[src/rtl/pmod_cls_update_scheduler.sv]
// Sequences clear / line1 / line2 commands to the PmodCLS driver from pulsed requests,
// with a ready handshake per command, a saturating driver timeout and a sticky error flag.
module pmod_cls_update_scheduler #(
  parameter int parm_fast_simulation = 0,
  parameter int parm_timeout_ce      = 2500000
) (
  input  logic         i_clk_20mhz,
  input  logic         i_rstn_20mhz,
  input  logic         i_ce_2_5mhz,
  input  logic         i_update_req,
  input  logic         i_clear_req,
  input  logic [127:0] i_line1,
  input  logic [127:0] i_line2,
  input  logic         i_command_ready,
  output logic         o_cmd_wr_clear_display,
  output logic         o_cmd_wr_text_line1,
  output logic         o_cmd_wr_text_line2,
  output logic [127:0] o_dat_ascii_line1,
  output logic [127:0] o_dat_ascii_line2,
  output logic         o_busy,
  output logic         o_done,
  output logic         o_timeout_err
);

  typedef enum logic [2:0] {S_IDLE, S_ISSUE, S_WAIT_ACK, S_WAIT_RDY, S_NEXT} state_t;
  typedef enum logic [1:0] {CLR, L1, L2} step_t;

  localparam logic [22:0]  TIMEOUT_LIMIT = (parm_fast_simulation != 0) ? 23'd1000 : 23'(parm_timeout_ce);
  localparam logic [127:0] BLANK_LINE    = {16{8'h20}};

  // Reset asserts immediately but releases only after two clean clock edges.
  logic rst_meta_q, rst_sync_q;

  always_ff @(posedge i_clk_20mhz or negedge i_rstn_20mhz) begin
    if (!i_rstn_20mhz) begin
      rst_meta_q <= 1'b0;
      rst_sync_q <= 1'b0;
    end else begin
      rst_meta_q <= 1'b1;
      rst_sync_q <= rst_meta_q;
    end
  end

  state_t       state_q, state_d;
  step_t        step_q, step_d;
  logic         seq_upd_q, seq_upd_d, seq_clr_q, seq_clr_d;
  logic         pend_upd_q, pend_upd_d, pend_clr_q, pend_clr_d;
  logic [127:0] shadow1_q, shadow1_d, shadow2_q, shadow2_d;
  logic [127:0] dat1_q, dat1_d, dat2_q, dat2_d;
  logic         cmd_clr_q, cmd_clr_d, cmd_l1_q, cmd_l1_d, cmd_l2_q, cmd_l2_d;
  logic         busy_q, busy_d, done_q, done_d, tmo_err_q, tmo_err_d;
  logic [22:0]  tmo_cnt_q, tmo_cnt_d, tmo_inc;
  logic         timeout;

  always_comb begin
    state_d    = state_q;
    step_d     = step_q;
    seq_upd_d  = seq_upd_q;
    seq_clr_d  = seq_clr_q;
    pend_upd_d = pend_upd_q | i_update_req;
    pend_clr_d = pend_clr_q | i_clear_req;
    shadow1_d  = shadow1_q;
    shadow2_d  = shadow2_q;
    dat1_d     = dat1_q;
    dat2_d     = dat2_q;
    cmd_clr_d  = cmd_clr_q;
    cmd_l1_d   = cmd_l1_q;
    cmd_l2_d   = cmd_l2_q;
    done_d     = 1'b0;
    tmo_err_d  = tmo_err_q;
    tmo_cnt_d  = tmo_cnt_q;
    tmo_inc    = (tmo_cnt_q == '1) ? tmo_cnt_q : tmo_cnt_q + 23'd1;
    timeout    = 1'b0;

    if (i_update_req) begin
      shadow1_d = i_line1;
      shadow2_d = i_line2;
    end

    if (i_ce_2_5mhz) begin
      case (state_q)
        S_IDLE: begin
          if ((pend_upd_q || pend_clr_q) && i_command_ready) begin
            seq_upd_d  = pend_upd_q;
            seq_clr_d  = pend_clr_q;
            // A request landing in this very clock is kept for the next sequence.
            pend_upd_d = i_update_req;
            pend_clr_d = i_clear_req;
            dat1_d     = shadow1_q;
            dat2_d     = shadow2_q;
            step_d     = pend_clr_q ? CLR : L1;
            tmo_err_d  = 1'b0;
            state_d    = S_ISSUE;
          end
        end
        S_ISSUE: begin
          cmd_clr_d = (step_q == CLR);
          cmd_l1_d  = (step_q == L1);
          cmd_l2_d  = (step_q == L2);
          tmo_cnt_d = '0;
          state_d   = S_WAIT_ACK;
        end
        S_WAIT_ACK: begin
          if (!i_command_ready) begin
            cmd_clr_d = 1'b0;
            cmd_l1_d  = 1'b0;
            cmd_l2_d  = 1'b0;
            tmo_cnt_d = '0;
            state_d   = S_WAIT_RDY;
          end else begin
            tmo_cnt_d = tmo_inc;
            timeout   = (tmo_inc >= TIMEOUT_LIMIT);
          end
        end
        S_WAIT_RDY: begin
          if (i_command_ready) begin
            state_d = S_NEXT;
          end else begin
            tmo_cnt_d = tmo_inc;
            timeout   = (tmo_inc >= TIMEOUT_LIMIT);
          end
        end
        S_NEXT: begin
          if ((step_q == CLR && seq_upd_q) || step_q == L1) begin
            step_d  = (step_q == CLR) ? L1 : L2;
            state_d = S_ISSUE;
          end else begin
            seq_upd_d = 1'b0;
            seq_clr_d = 1'b0;
            done_d    = 1'b1;
            state_d   = S_IDLE;
          end
        end
        default: state_d = S_IDLE;
      endcase
    end

    if (timeout) begin
      tmo_err_d  = 1'b1;
      cmd_clr_d  = 1'b0;
      cmd_l1_d   = 1'b0;
      cmd_l2_d   = 1'b0;
      seq_upd_d  = 1'b0;
      seq_clr_d  = 1'b0;
      pend_upd_d = i_update_req;
      pend_clr_d = i_clear_req;
      state_d    = S_IDLE;
    end

    busy_d = (state_d != S_IDLE) || pend_upd_d || pend_clr_d;
  end

  always_ff @(posedge i_clk_20mhz or negedge rst_sync_q) begin
    if (!rst_sync_q) begin
      state_q    <= S_IDLE;
      step_q     <= CLR;
      seq_upd_q  <= 1'b0;
      seq_clr_q  <= 1'b0;
      pend_upd_q <= 1'b0;
      pend_clr_q <= 1'b0;
      shadow1_q  <= BLANK_LINE;
      shadow2_q  <= BLANK_LINE;
      dat1_q     <= BLANK_LINE;
      dat2_q     <= BLANK_LINE;
      cmd_clr_q  <= 1'b0;
      cmd_l1_q   <= 1'b0;
      cmd_l2_q   <= 1'b0;
      busy_q     <= 1'b0;
      done_q     <= 1'b0;
      tmo_err_q  <= 1'b0;
      tmo_cnt_q  <= '0;
    end else begin
      state_q    <= state_d;
      step_q     <= step_d;
      seq_upd_q  <= seq_upd_d;
      seq_clr_q  <= seq_clr_d;
      pend_upd_q <= pend_upd_d;
      pend_clr_q <= pend_clr_d;
      shadow1_q  <= shadow1_d;
      shadow2_q  <= shadow2_d;
      dat1_q     <= dat1_d;
      dat2_q     <= dat2_d;
      cmd_clr_q  <= cmd_clr_d;
      cmd_l1_q   <= cmd_l1_d;
      cmd_l2_q   <= cmd_l2_d;
      busy_q     <= busy_d;
      done_q     <= done_d;
      tmo_err_q  <= tmo_err_d;
      tmo_cnt_q  <= tmo_cnt_d;
    end
  end

  assign o_cmd_wr_clear_display = cmd_clr_q;
  assign o_cmd_wr_text_line1    = cmd_l1_q;
  assign o_cmd_wr_text_line2    = cmd_l2_q;
  assign o_dat_ascii_line1      = dat1_q;
  assign o_dat_ascii_line2      = dat2_q;
  assign o_busy                 = busy_q;
  assign o_done                 = done_q;
  assign o_timeout_err          = tmo_err_q;

endmodule

[config.mk]
export PLATFORM = sky130hd
export DESIGN_NAME = pmod_cls_update_scheduler
export DESIGN_NICKNAME = d
export VERILOG_FILES = /design/src/rtl/pmod_cls_update_scheduler.sv
export SDC_FILE = /design/constraint.sdc
export NUM_CORES = 1
export LEC_CHECK = 0
export CAP_MARGIN = 10
export CORE_MARGIN = 4
export CORE_UTILIZATION = 30
export DETAILED_ROUTE_END_ITERATION = 8
export GPL_TIMING_DRIVEN = 1
export PLACE_DENSITY = 0.54
export SYNTH_ARGS = -nofsm -noshare
export SYNTH_HDL_FRONTEND = slang
export SYNTH_SLANG_ARGS = --single-unit
[constraint.sdc]
create_clock -name i_clk_20mhz -period 20.4 [get_ports i_clk_20mhz]
set_input_delay 2.04 -clock i_clk_20mhz [delete_from_list [all_inputs] [get_ports i_clk_20mhz]]
set_output_delay 2.04 -clock i_clk_20mhz [all_outputs]
set_load 0.05 [all_outputs]
# [Yosys cells after proc, flatten, opt, wreduce, memory -nomap -nowiden]
# Cells that the tools add are included.
# Widths: inputs -> output; s select.
[totals] output_inout_bits=262 regBits=551
[op_classes] n_mux=50 reduce_logical=22 eq_ne=13 n_bitwise=2 magnitude_cmp=1 add_sub_neg=1
[ops] cell="$mux 23" count=3
[ops] cell="$pmux 23 s3" count=1
[ops] cell="$mux 1" count=31
[ops] cell="$add 23x1->23 const B" count=1
[ops] cell="$eq 23x23->1 const B" count=1
[ops] cell="$ge 23x22->1 const B" count=1
[ops] cell="$mux 3" count=5
[ops] cell="$pmux 3 s5" count=1
[ops] cell="$reduce_and 3->1" count=4
[ops] cell="$reduce_bool 3->1" count=4
[ops] cell="$pmux 1 s2" count=5
[ops] cell="$ne 3x3->1 const B" count=3
[ops] cell="$reduce_and 4->1" count=2
[ops] cell="$reduce_bool 2->1" count=4
[ops] cell="$eq 3x2->1 const B" count=2
[ops] cell="$mux 2" count=3
[ops] cell="$ne 2x2->1 const B" count=3
[ops] cell="$logic_or 1x1->1" count=4
[ops] cell="$pmux 2 s2" count=1
[ops] cell="$eq 3x1->1 const B" count=1
[ops] cell="$eq 3x3->1 const B" count=1
[ops] cell="$logic_not 3->1" count=1
[ops] cell="$eq 2x1->1 const B" count=1
[ops] cell="$eq 2x2->1 const B" count=1
[ops] cell="other kinds (3)" count=5

# [Depth between registers and ports, before layout]
[depth] depth_word=10 ltp_mapped=9

# [Worst setup path before layout]
# OpenSTA, ideal clock, no wires.
[synth_path] path_kind="input-to-reg" from="input i_command_ready" to="register cmd_clr_q, in the netlist o_cmd_wr_clear_display" path_buffers=2 arrival_ns=3.832 cell_stages=9 setup_time_ns=0.078 path_slack_ns=16.490 t_required_ns=20.322 cell_sequence="clkbuf_1 -> xor2_1 -> and3_1 -> clkbuf_1 -> a22o_1 -> or2_2 -> o32ai_4 -> nand3_1 -> o21ai_1"
[synth_between] elab_chain_len=5 elab_cells_between_ends=9 cone_classes="1 x eq/ne; 5 x mux; 3 x reduce/logical"
[synth_lines] element="from (decl)" line="14" source="input logic i_command_ready,"
[synth_lines] element="$mux 1 (on tied branches)" line="116, 104"
[synth_lines] element="$pmux 1 s2" line="81" source="case (state_q)"
[synth_lines] element="$mux 1" line="80" source="if (i_ce_2_5mhz) begin"
[synth_lines] element="$ne 3x3->1 (no source line), or another cell as far along"
[synth_lines] element="$reduce_and 3->1 (no source line)"
[synth_lines] element="to (signal assigned)" line="183" source="cmd_clr_q <= cmd_clr_d;"
[synth_lines] element="to (decl)" line="50" source="logic cmd_clr_q, cmd_clr_d, cmd_l1_q, cmd_l1_d, cmd_l2_q, cmd_l2_d;"
# Parallel ways exist; a longest one is shown, timed or not.
# A chain may end at the register's enable or synchronous reset.

# [Final worst setup path]
[layout_path] from="input i_ce_2_5mhz" to="register cmd_l2_q, in the netlist o_cmd_wr_text_line2"
[layout_between] elab_chain_len=3 elab_cells_between_ends=6 cone_classes="1 x eq/ne; 2 x mux; 3 x reduce/logical"
[layout_lines] element="from (decl)" line="9" source="input logic i_ce_2_5mhz,"
[layout_lines] element="$mux 1" line="80"
[layout_lines] element="$ne 3x3->1 (no source line), or another cell as far along"
[layout_lines] element="$reduce_and 3->1 (no source line)"
[layout_lines] element="to (signal assigned)" line="185" source="cmd_l2_q <= cmd_l2_d;"
[layout_lines] element="to (decl)" line="50"
# Parallel ways exist; a longest one is shown, timed or not.

==> flow_metrics.py <==
metrics = {
    "status": {
        "run_status": "completed",
    },
    "min_path": {
        "min_to": "rst_sync_q",
        "hp-start": "rst_meta_q",
        "hold_depth": 0,
        "hold_class": "flop to flop",
    },
    "clocking": {
        "holdBufCountCts": 0,
        "cts_resized": 0,
        "numCtsBuffers": 61,
        "cts.clk_slew.worst_paths_ns": 0.06,
        "cts_tree": "built",
        "h-tree-depth": 2,
        "clockBufferDepth": 3,
        "clock_latency_ns": 0.62,
        "cts_sinks": 551,
        "post_cts_buffers": 0,
        "cts_root_buffer": "clkbuf_16",
    },
    "timing": {
        "finalClockSkew_ns": 0.0223,
        "period_needed_ns": 4.90,
        "max_freq_mhz": 204,
        "fin_ws_ns": 15.50,
        "setup_violations": 0,
        "setup_tns_ns": 0,
        "worst_pin_slew_ns": 1.15,
        "fin_crit_sh_pct": 24.0,
        "hold_violations": 0,
        "max-slew-margin-rel_pct": 23.5,
        "rsz0062_at_grt": "false",
        "slew_violations": 0,
    },
    "yosys": {
        "ys_ff_latch": 551,
        "synth-edff-count": 0,
        "syn_inst": 1388,
        "ys_seq_area_share_pct": 64.7,
        "synth.area.top_cells": "dfrtp_1 57%, mux2_2 27%, dfstp_2 7.8%",
        "postSynthAreaPerCell_sq_um": 15.4,
        "syn_area_sq_mm": 0.0214,
        "synth_warnings": 0,
        "synth_ff_type": "dfrtp_1",
        "synth_top_area_share_pct": 56.8,
        "ys_async_sr_fraction_pct": 100,
        "netlist-cell-type-count": 60,
        "synth_top_area_cell": "dfrtp_1",
        "syn_nets": 1651,
    },
    "floorplanning": {
        "coreArea_sq_mm": 0.0704,
        "initial_core_util_pct": 30.5,
        "chipWidth_microns": 275,
        "ios": 524,
        "num_rows": 97,
        "die_h_microns": 275,
        "dieArea_sq_mm": 0.0758,
    },
    "pwr": {
        "p_leak_nw": 12.3,
        "ir_worst_vdd_uv": 89.6,
        "powerDensity_mw_per_mm2": 158,
    },
    "drt": {
        "drtIter0Drc": 642,
        "detail_route.wl_per_cell_microns": 20.0,
        "vias_per_cell": 4.59,
        "drc": 0,
        "antenna_left": 0,
        "first_pass_iters": 5,
        "drt-total-wl_mm": 58.1,
        "vias": 13300,
    },
    "critical_path": {
        "critPathRequiredTime_ns": 20.87,
        "cp-end-kind": "flop",
        "regToRegSetupSlack_ns": 16.68,
        "criticalPathCategory": "primary input to flop",
        "worstPathMaxFanout": 24,
        "rr_startpoint": "rst_sync_q",
        "reg2reg_depth": 3,
        "cp-start-kind": "primary input",
        "timing.rr.end": "tmo_cnt_q[16]",
        "cp.arrival_ns": 5.38,
    },
    "global_routing": {
        "grt_overflow_total": 0,
        "grt_pass1_vias": 14600,
        "gr-usage-all-layers_pct": 14.9,
        "grt_max_degree": 152,
        "grt_pass1_wl_mm": 88.3,
        "antenna_found_initial": 11,
    },
    "placed_design": {
        "hpwl_mm": 40.1,
        "gp_congestion": 0.833,
        "place_ws_ns": 14.93,
        "port_buffers": 523,
    },
    "flow_run": {
        "cap_violations": 0,
    },
    "layout": {
        "num-fill-cells": 6441,
        "final_common_cell": "clkdlybuf4s50_1",
        "final_cell_mix": "522 x clkdlybuf4s50_1, 512 x mux2_2, 486 x dfrtp_1",
        "layout-drive-gt1-share_pct": 35.6,
        "fin_nets": 2168,
        "syn_to_final_growth_pct": 38.7,
    },
}
==> synthesized netlist by cell type (3+ instances only) <==
master    instances
o21bai_1          3
nor2b_1           3
nand3_1          25
nand3b_1          3
clkbuf_1         71
a21oi_1          13
inv_1             6
and2_1            4
o41ai_1           3
nand4_1           9
buf_2             4
dfstp_2          64
o21ai_0          35
o31ai_1           7
o2111a_1          3
mux2_2          512
o211ai_1          3
and4_1            3
o21a_1            3
a21o_1            5
xnor2_1           7
buf_1             5
nand2_1          23
dfrtp_1         487
a31oi_1           4
and3_1            9
xor2_1            3
nor2_1           25
nor4_1            3
o21ai_1           6
==> worst max-delay path, stage by stage <==
cell and delay (ns):
clkdlybuf4s50_1 0.70, nor2b_1 0.43, nand3_1 0.82, a311oi_2 0.64, nand3_1 0.15, a31oi_2 0.44
o21ai_1 0.15
==> where the power goes <==
part | internal (mW) | switching, mW
Sequential | 1.44 | 0.170
Combinational | 0.722 | 1.27
Clock | 0.659 | 0.455
Total | 2.82 | 1.90
==> flip-flops by register name, indices dropped and copies added, names as in the netlist, 2 cells and up <==
signal             flops
shadow2_q            128
o_dat_ascii_line1    128
state_q                3
o_dat_ascii_line2    128
shadow1_q            128
tmo_cnt_q             23
step_q                 2
==> how the worst max path moves through the flow <==
stage | cells after the start | endpoint | startpoint
after CTS | 7 | o_cmd_wr_text_line2 | i_ce_2_5mhz
final | 7 | o_cmd_wr_text_line2 | i_ce_2_5mhz
after global placement | 7 | o_dat_ascii_line1[81] | i_ce_2_5mhz
after floorplan | 0 | o_busy | rst_sync_q
after global routing | 7 | o_cmd_wr_text_line2 | i_ce_2_5mhz
after detailed placement | 7 | o_cmd_wr_text_line2 | i_ce_2_5mhz
==> kinds of logic (layout without fill, tap and decap cells) <==
group                      after synthesis  count (layout)  synth area share, %
AOI/OAI and AO/OA                      105             105                 3.34
xor gates and xnor gates                10              10                0.408
adders and majority gates                1               1               0.0583
buffers and inverters                   87             656                 1.55
DFF                                    551             551                 64.7
muxes                                  512             512                 26.9
other                                    1               7               0.0175
and+or+nand+nor                        121             121                 3.06
==> area by class of cell <==
class / instances / area (sq um) / share of cell area (%)
multi-input combinational: 750 / 7250 / 24.4
timing repair buffer: 535 / 5360 / 18.0
inverter: 6 / 22.5 / 0.0757
clock buffer: 93 / 1800 / 6.04
sequential: 551 / 13900 / 46.6
tap: 940 / 1180 / 3.95
clock inverter: 22 / 255 / 0.858
antenna: 6 / 15.0 / 0.0505
==> metrics by stage <==
step | power, mW | utilization, % | cells | area, sq um | hold WS (ns)
global placement | 3.61 | 39.3 | 2782 | 27700 | 0.338
global route | 4.92 | 42.3 | 2903 | 29700 | 0.363
CTS | 4.79 | 42.2 | 2897 | 29700 | 0.362
finish | 4.71 | 42.3 | 2903 | 29700 | 0.355
floorplan | 2.87 | - | 1388 | 21400 | 0.331
detailed placement | 3.64 | 39.3 | 2782 | 27700 | 0.339
==> per-layer routing <==
| layer | share of wire (%) | vias to the layer above | routed length, microns | track usage, % |
|---|---|---|---|---|
| met2 | 53 | 326 | 30800 | 26.6 |
| met4 | 3.0 | 10 | 1750 | 5.23 |
| met3 | 7.2 | 99 | 4170 | 5.01 |
| met1 | 37 | 6863 | 21300 | 16.6 |
| li1 | - | 6027 | - | - |
| met5 | 0.084 | - | 49 | 0 |
No activity file was read; power rests on OpenSTA's default activity.
